`config.mk`:
```
export PLATFORM = sky130hd
export DESIGN_NAME = tt_down_timer
export DESIGN_NICKNAME = d
export VERILOG_FILES = /design/src/rtl/tt_timer_pkg.sv /design/src/rtl/tt_timer_prescaler.sv /design/src/rtl/tt_down_timer.sv
export SDC_FILE = /design/constraint.sdc
export NUM_CORES = 1
export LEC_CHECK = 0
export CAP_MARGIN = 20
export CORE_ASPECT_RATIO = 0.9
export CORE_MARGIN = 1.5
export CORE_UTILIZATION = 45
export CTS_CLUSTER_DIAMETER = 40
export DETAILED_ROUTE_END_ITERATION = 12
export GPL_TIMING_DRIVEN = 1
export PLACE_DENSITY = 0.81
export SYNTH_ARGS = -nofsm -noshare
export SYNTH_HDL_FRONTEND = slang
export SYNTH_SLANG_ARGS = --single-unit
```
`constraint.sdc`:
```
create_clock -name clk -period 5.1 [get_ports clk]
set_clock_uncertainty 0.2 [all_clocks]
set_input_delay 0.765 -clock clk [delete_from_list [all_inputs] [get_ports clk]]
set_output_delay 0.765 -clock clk [all_outputs]
set_load 0.05 [all_outputs]
```
`src/rtl/tt_timer_pkg.sv`:
```
// Shared constants for the tt_down_timer slice.
// Holds state encoding and default widths.
package tt_timer_pkg;

  localparam int TIMER_WIDTH = 4;
  localparam int TIMER_PRESCALE_W = 8;

  typedef enum logic [1:0] {
    ST_IDLE   = 2'd0,
    ST_RUN    = 2'd1,
    ST_PAUSED = 2'd2
  } state_t;

endpackage

```
`src/rtl/tt_timer_prescaler.sv`:
```
// Prescaler: tick every prescale+1 enabled clocks.
// Ports: clk, rst, en, clr, prescale -> tick.
module tt_timer_prescaler
  import tt_timer_pkg::*;
#(
  parameter int PRESCALE_W = TIMER_PRESCALE_W
) (
  input  logic                  clk,
  input  logic                  rst,
  input  logic                  en,
  input  logic                  clr,
  input  logic [PRESCALE_W-1:0] prescale,
  output logic                  tick
);

  logic [PRESCALE_W-1:0] presc_cnt;

  // Compared against the live prescale input;
  // lowering prescale below presc_cnt wraps.
  assign tick = en && (presc_cnt == prescale);

  always_ff @(posedge clk or posedge rst) begin
    if (rst) begin
      presc_cnt <= '0;
    end else if (clr) begin
      presc_cnt <= '0;
    end else if (en) begin
      if (tick)
        presc_cnt <= '0;
      else
        presc_cnt <= presc_cnt + 1'b1;
    end
  end

endmodule

```
`src/rtl/tt_down_timer.sv`:
```
// Loadable prescaled down-timer with done pulse.
// Ports: load/start/stop/auto_reload/prescale -> count, state, busy, done.
module tt_down_timer
  import tt_timer_pkg::*;
#(
  parameter int WIDTH      = TIMER_WIDTH,
  parameter int PRESCALE_W = TIMER_PRESCALE_W
) (
  input  logic                  clk,
  input  logic                  rst,
  input  logic [WIDTH-1:0]      load_val,
  input  logic                  load,
  input  logic                  start,
  input  logic                  stop,
  input  logic                  auto_reload,
  input  logic [PRESCALE_W-1:0] prescale,
  output logic [WIDTH-1:0]      count,
  output logic [1:0]            state,
  output logic                  busy,
  output logic                  done
);

  state_t           state_q;
  logic [WIDTH-1:0] count_q;
  logic [WIDTH-1:0] reload_q;
  logic             done_q;
  logic             presc_en;
  logic             tick;

  // Stop and load freeze the prescaler so a
  // resume continues the partial period.
  assign presc_en = (state_q == ST_RUN)
                  && !stop && !load;

  tt_timer_prescaler #(
    .PRESCALE_W(PRESCALE_W)
  ) u_presc (
    .clk      (clk),
    .rst      (rst),
    .en       (presc_en),
    .clr      (load),
    .prescale (prescale),
    .tick     (tick)
  );

  always_ff @(posedge clk or posedge rst) begin
    if (rst) begin
      state_q  <= ST_IDLE;
      count_q  <= '0;
      reload_q <= '0;
      done_q   <= 1'b0;
    end else begin
      done_q <= 1'b0;
      if (load) begin
        reload_q <= load_val;
        count_q  <= load_val;
        state_q  <= ST_IDLE;
      end else if (stop) begin
        if (state_q == ST_RUN)
          state_q <= ST_PAUSED;
      end else begin
        if (start && state_q != ST_RUN
            && count_q != '0)
          state_q <= ST_RUN;
        if (tick) begin
          if (count_q > WIDTH'(1)) begin
            count_q <= count_q - WIDTH'(1);
          end else if (count_q == WIDTH'(1)) begin
            done_q <= 1'b1;
            if (auto_reload && reload_q != '0) begin
              count_q <= reload_q;
            end else begin
              count_q <= '0;
              state_q <= ST_IDLE;
            end
          end
        end
      end
    end
  end

  assign count = count_q;
  assign state = state_q;
  assign busy  = (state_q == ST_RUN);
  assign done  = done_q;

endmodule

```
# == Word level (Yosys, flattened, before mapping) ==
# Index checks and enable logic that the tools add are counted.
# op_classes
order_cmp,1
eq_ne,6
mux,22
reduce_logical,14
n_addsub,2
# ops
operator,count
4-bit two-way mux,6
8-bit two-way mux,3
2-bit two-way mux,8
8-bit by 1-bit adder with 8-bit output (second input constant),1
8-bit == test,1
4-bit nonzero test,2
1-bit logical AND,6
1-bit two-way mux,5
4-bit by 1-bit == test with 1-bit output (second input constant),1
4-bit by 1-bit > comparator with 1-bit output (second input constant),1
2-bit nonzero test,2
4-bit by 1-bit subtractor with 4-bit output (second input constant),1
3-bit by 2-bit inequality test with 1-bit output (second input constant),1
3-bit AND reduction,1
3-bit nonzero test,1
2-bit by 1-bit == test with 1-bit output (second input constant),1
1-bit zero test,2
2-bit by 1-bit inequality test with 1-bit output (second input constant),1
2-bit inequality test (second input constant),1
# totals
elab_cells,50
regBits,19

# == Longest topological paths before layout ==
# depth
ltp_word,10
mapped_depth,7
ltp_nobuf,7

# == By module ==
# A second synthesis with hierarchy kept.
# unflattened
hier_cells,123
area_unflattened_um2,1181.1
# modules_own_cells
module,area_per_inst_um2,cells_each,n_inst
tt_down_timer,640.6,70,1
tt_timer_prescaler,540.5,53,1

# == Worst setup path after synthesis ==
# OpenSTA, ideal clock, no wires.
# synth_timing
path_kind,reg2out
startpoint,register state_q[0] (netlist: state[0])
endpoint,output port busy
path_slack_ns,2.684
required_time_ns,4.135
arrival_time_ns,1.451
stages_incl_launch_ff,2
path_buffers,0
path_cell_list,dfrtp_1 -> nor2b_1
# synth_via
elab_chain_cells,1
# synth_rtl
item,line_no,rtl
"start, declared",tt_down_timer.sv:23,state_t state_q;
"start signal, assigned",tt_down_timer.sv:48,state_q <= ST_IDLE;
"start signal, assigned",tt_down_timer.sv:57,state_q <= ST_IDLE;
"start signal, assigned",tt_down_timer.sv:60,state_q <= ST_PAUSED;
2-bit by 1-bit == test with 1-bit output,tt_down_timer.sv:84,assign busy = (state_q == ST_RUN);
"end, declared",tt_down_timer.sv:19,"output logic busy,"
# No other way between the ends.

# == Worst setup path in the final report ==
# Same ends and word-level chain as after synthesis.

==> results.md <==
* NumNets Final at 172
* Pin count of the biggest net entering global routing at 20
* Syn Nets at 144
* FF-to-FF setup slack at 2890 ps
* Global-route wire length before repair at 4260 µm
* Clk slew on worst S/H paths at 100 ps
* Vias per cell at 5.63
* Number of global-route vias before repair at 963
* Clock Power Share at 22.3%
* Ports at 26
* Placer congestion estimate at 0.890
* CP startpoint kind: register
* Die Ht at 51.5 µm
* Worst-case vdd ir drop at 0.159 mV
* Comb power frac at 25.5%
* Most common flop cell mapped by yosys: dfrtp_1
* # rows at 17
* Worst-Skew Late Latency at 290 ps
* Met1 WL at 1170 µm
* Kind of end point of the critical path: output port
* Syn Area/Cell at 9.57 µm²
* Largest area contributor in the netlist: dfrtp_1
* Slew headroom at 53.1%
* FILL cells at 210
* WP buf/inv at 1
* Fin crit period at 2660 ps
* Slowest CP cell: clkdlybuf4s50_1
* Drc violations at 0
* Final max-slew violation count at 0
* Peak Freq at 377 MHz
* Inserted Diodes at 0
* WL per Instance at 14.0 µm
* Cells along the critical path: nor2b_1 > clkdlybuf4s50_1
* Pwr/cell area at 219 mW/mm²
* Post-synth top area share at 40.4%
* Seq/Total Area, Yosys at 40.4%
* Post-detailed-routing wire length at 2490 µm
* Switching Share at 30.8%
* TritonCTS clock tree: done
* Max_cap viols at 0
* Total CTS buffers at 3
* Critical Path RT at 4140 ps
* ANT nets after route at 0
* # port buffers at 25
* Initial DRC Count at 48
* Tightest Pin Transition at 702 ps
* CP Data Arrival Time at 1690 ps
* Mapped cell area at 0.00118 mm²
* Post-Synthesis Cells at 123
* Post-synth EDFFs at 0
* Period utilization at 52.1%
* Status: finished clean
* Sink Count at 19
* CTS root buffer: clkbuf_4
* RSZ-0062 raised after global routing: no
* Synthesis warning total at 0
* Critical path's top delay family: buffers and inverters
* Die X at 56.9 µm
* Asr flop ratio synth at 100%
* Cell Int Power at 0.000225 W
* Final hold viol count at 0
* Area grow syn2layout at 25.8%
* Synthesis-stage register bit count at 19
* Hold_buf cts at 0
* Core Box Area at 0.00247 mm²
* HPWL after DPL at 1920 µm
* GRT Overall Usage at 18.8%
* Post-CTS setup buffers at 0
* Yosys cell types at 39
* Total global routing overflow at 0
* CP max stage delay at 800 ps
* Crit path max fanout at 7
* Die Area at 0.00293 mm²
* Vias at 1002
* Post-layout util at 60.0%
* HP Class: reg2reg
* Area of the multi-input gates at 657 µm²
* Initial antenna violation count at 0
* Synth cell count leaders: 19 x dfrtp_1, 13 x nand2_1, 10 x inv_1, 10 x nor2_1
* Final setup viols at 0
* Initial cell density of the core at 47.7%
* Most area-consuming cells after synthesis: dfrtp_1 40%, xnor2_1 5.2%, nand2_1 4.1%
* Switching pwr at 0.0000999 W
* H-tree depth at 1
* DR top layer: met4
* Pre-antenna DRT Iters at 4
* Reg area at 475 µm²
* Clock Path Buffers at 2
* Post-cts resize count at 0
* Share of cells above drive strength 1 at 8.67%
* LEAKAGE at 0.630 nW
* Critical path class: reg2out
* Routed wl met3 at 112 µm
* Fin Setup TNS at 0 ps
* Flop pwr share at 52.2%
* Cell with the most instances after synthesis: dfrtp_1
* Wire length on met2 at 1150 µm
==> kinds of logic after synthesis <==
logic type / count (synthesis) / share of synthesized area (%)
compound gates: 29 / 17.9
fa+ha+maj: 3 / 3.19
flops: 19 / 40.4
xor+xnor: 13 / 10.3
buf+inv: 12 / 3.83
mux: 3 / 2.55
simple gates: 44 / 21.9
==> flip-flops by register name, summed over array words and instances (netlist names) <==
register           flops
u_presc.presc_cnt      8
reload_q               4
state                  2
count                  4
done                   1
==> cell type report <==
type | instances | share of cell area, %
repair buffers | 25 | 16.9
clock buffers | 4 | 1.77
flip-flops and latches | 19 | 32.1
inverters | 10 | 2.53
multi-input cells | 92 | 44.3
well taps | 28 | 2.36
==> metal layers <==
layer  vias to the layer above  global-route usage (%)
met3                         6                    4.23
met1                       471                    24.9
met2                        28                    29.1
li1                        497                       -
met4                         0                    9.30
met5                         -                       0
==> worst paths after layout <==
kind	start	to	depth (start not counted)
worst min-delay path	reload_q[0]	reload_q[0]	2
worst max-delay path	state[0]	busy	2
worst max register to register	count[1]	count[3]	6
min in group asynchronous	rst	count[3]	2
worst min register to register	reload_q[0]	reload_q[0]	2
max in group asynchronous	rst	count[1]	2
==> worst reg2reg max path: stages, from the launching register on <==
cell and delay [ps]:
dfrtp_1 430, inv_1 90, ha_1 260, o41ai_1 630, nor4_4 120, and3_2 250
o31ai_2 160
==> stage by stage <==
stage	hold WS (ps)	std cells	cell area [µm²]	setup WS, ps	total power (W)
floorplan	314	123	1180	2680	0.000222
global placement	342	174	1460	2270	0.000253
detailed placement	365	174	1460	2200	0.000255
CTS	379	178	1480	2440	0.000327
global route	404	178	1480	2350	0.000343
finish	373	178	1480	2440	0.000325
==> cells in the final DEF, fill, tap and decap left out, types with 2 or more instances in the layout <==
cell type / netlist / routed
clkdlybuf4s50_1: 0 / 25
dfrtp_1: 19 / 19
nand2_1: 13 / 13
inv_1: 10 / 10
nor2_1: 10 / 10
xnor2_1: 7 / 7
o21ai_0: 7 / 7
a21oi_1: 5 / 5
xor2_1: 5 / 5
nand4_1: 4 / 4
nand3_1: 3 / 3
o41ai_1: 3 / 3
mux2i_1: 3 / 3
ha_1: 3 / 3
clkbuf_4: 0 / 3
o31ai_1: 2 / 2
nor4_1: 2 / 2
a211oi_1: 2 / 2
o21ai_1: 2 / 2
==> power groups by stage <==
stage	sequential, W	combinational (W)	clock [W]
floorplan	0.000182	0.0000406	0
global placement	0.000172	0.0000809	0
detailed placement	0.000172	0.0000828	0
CTS	0.000169	0.0000830	0.0000749
global route	0.000171	0.0000902	0.0000818
finish	0.000170	0.0000827	0.0000723
Power figures use the tool's default switching activity.
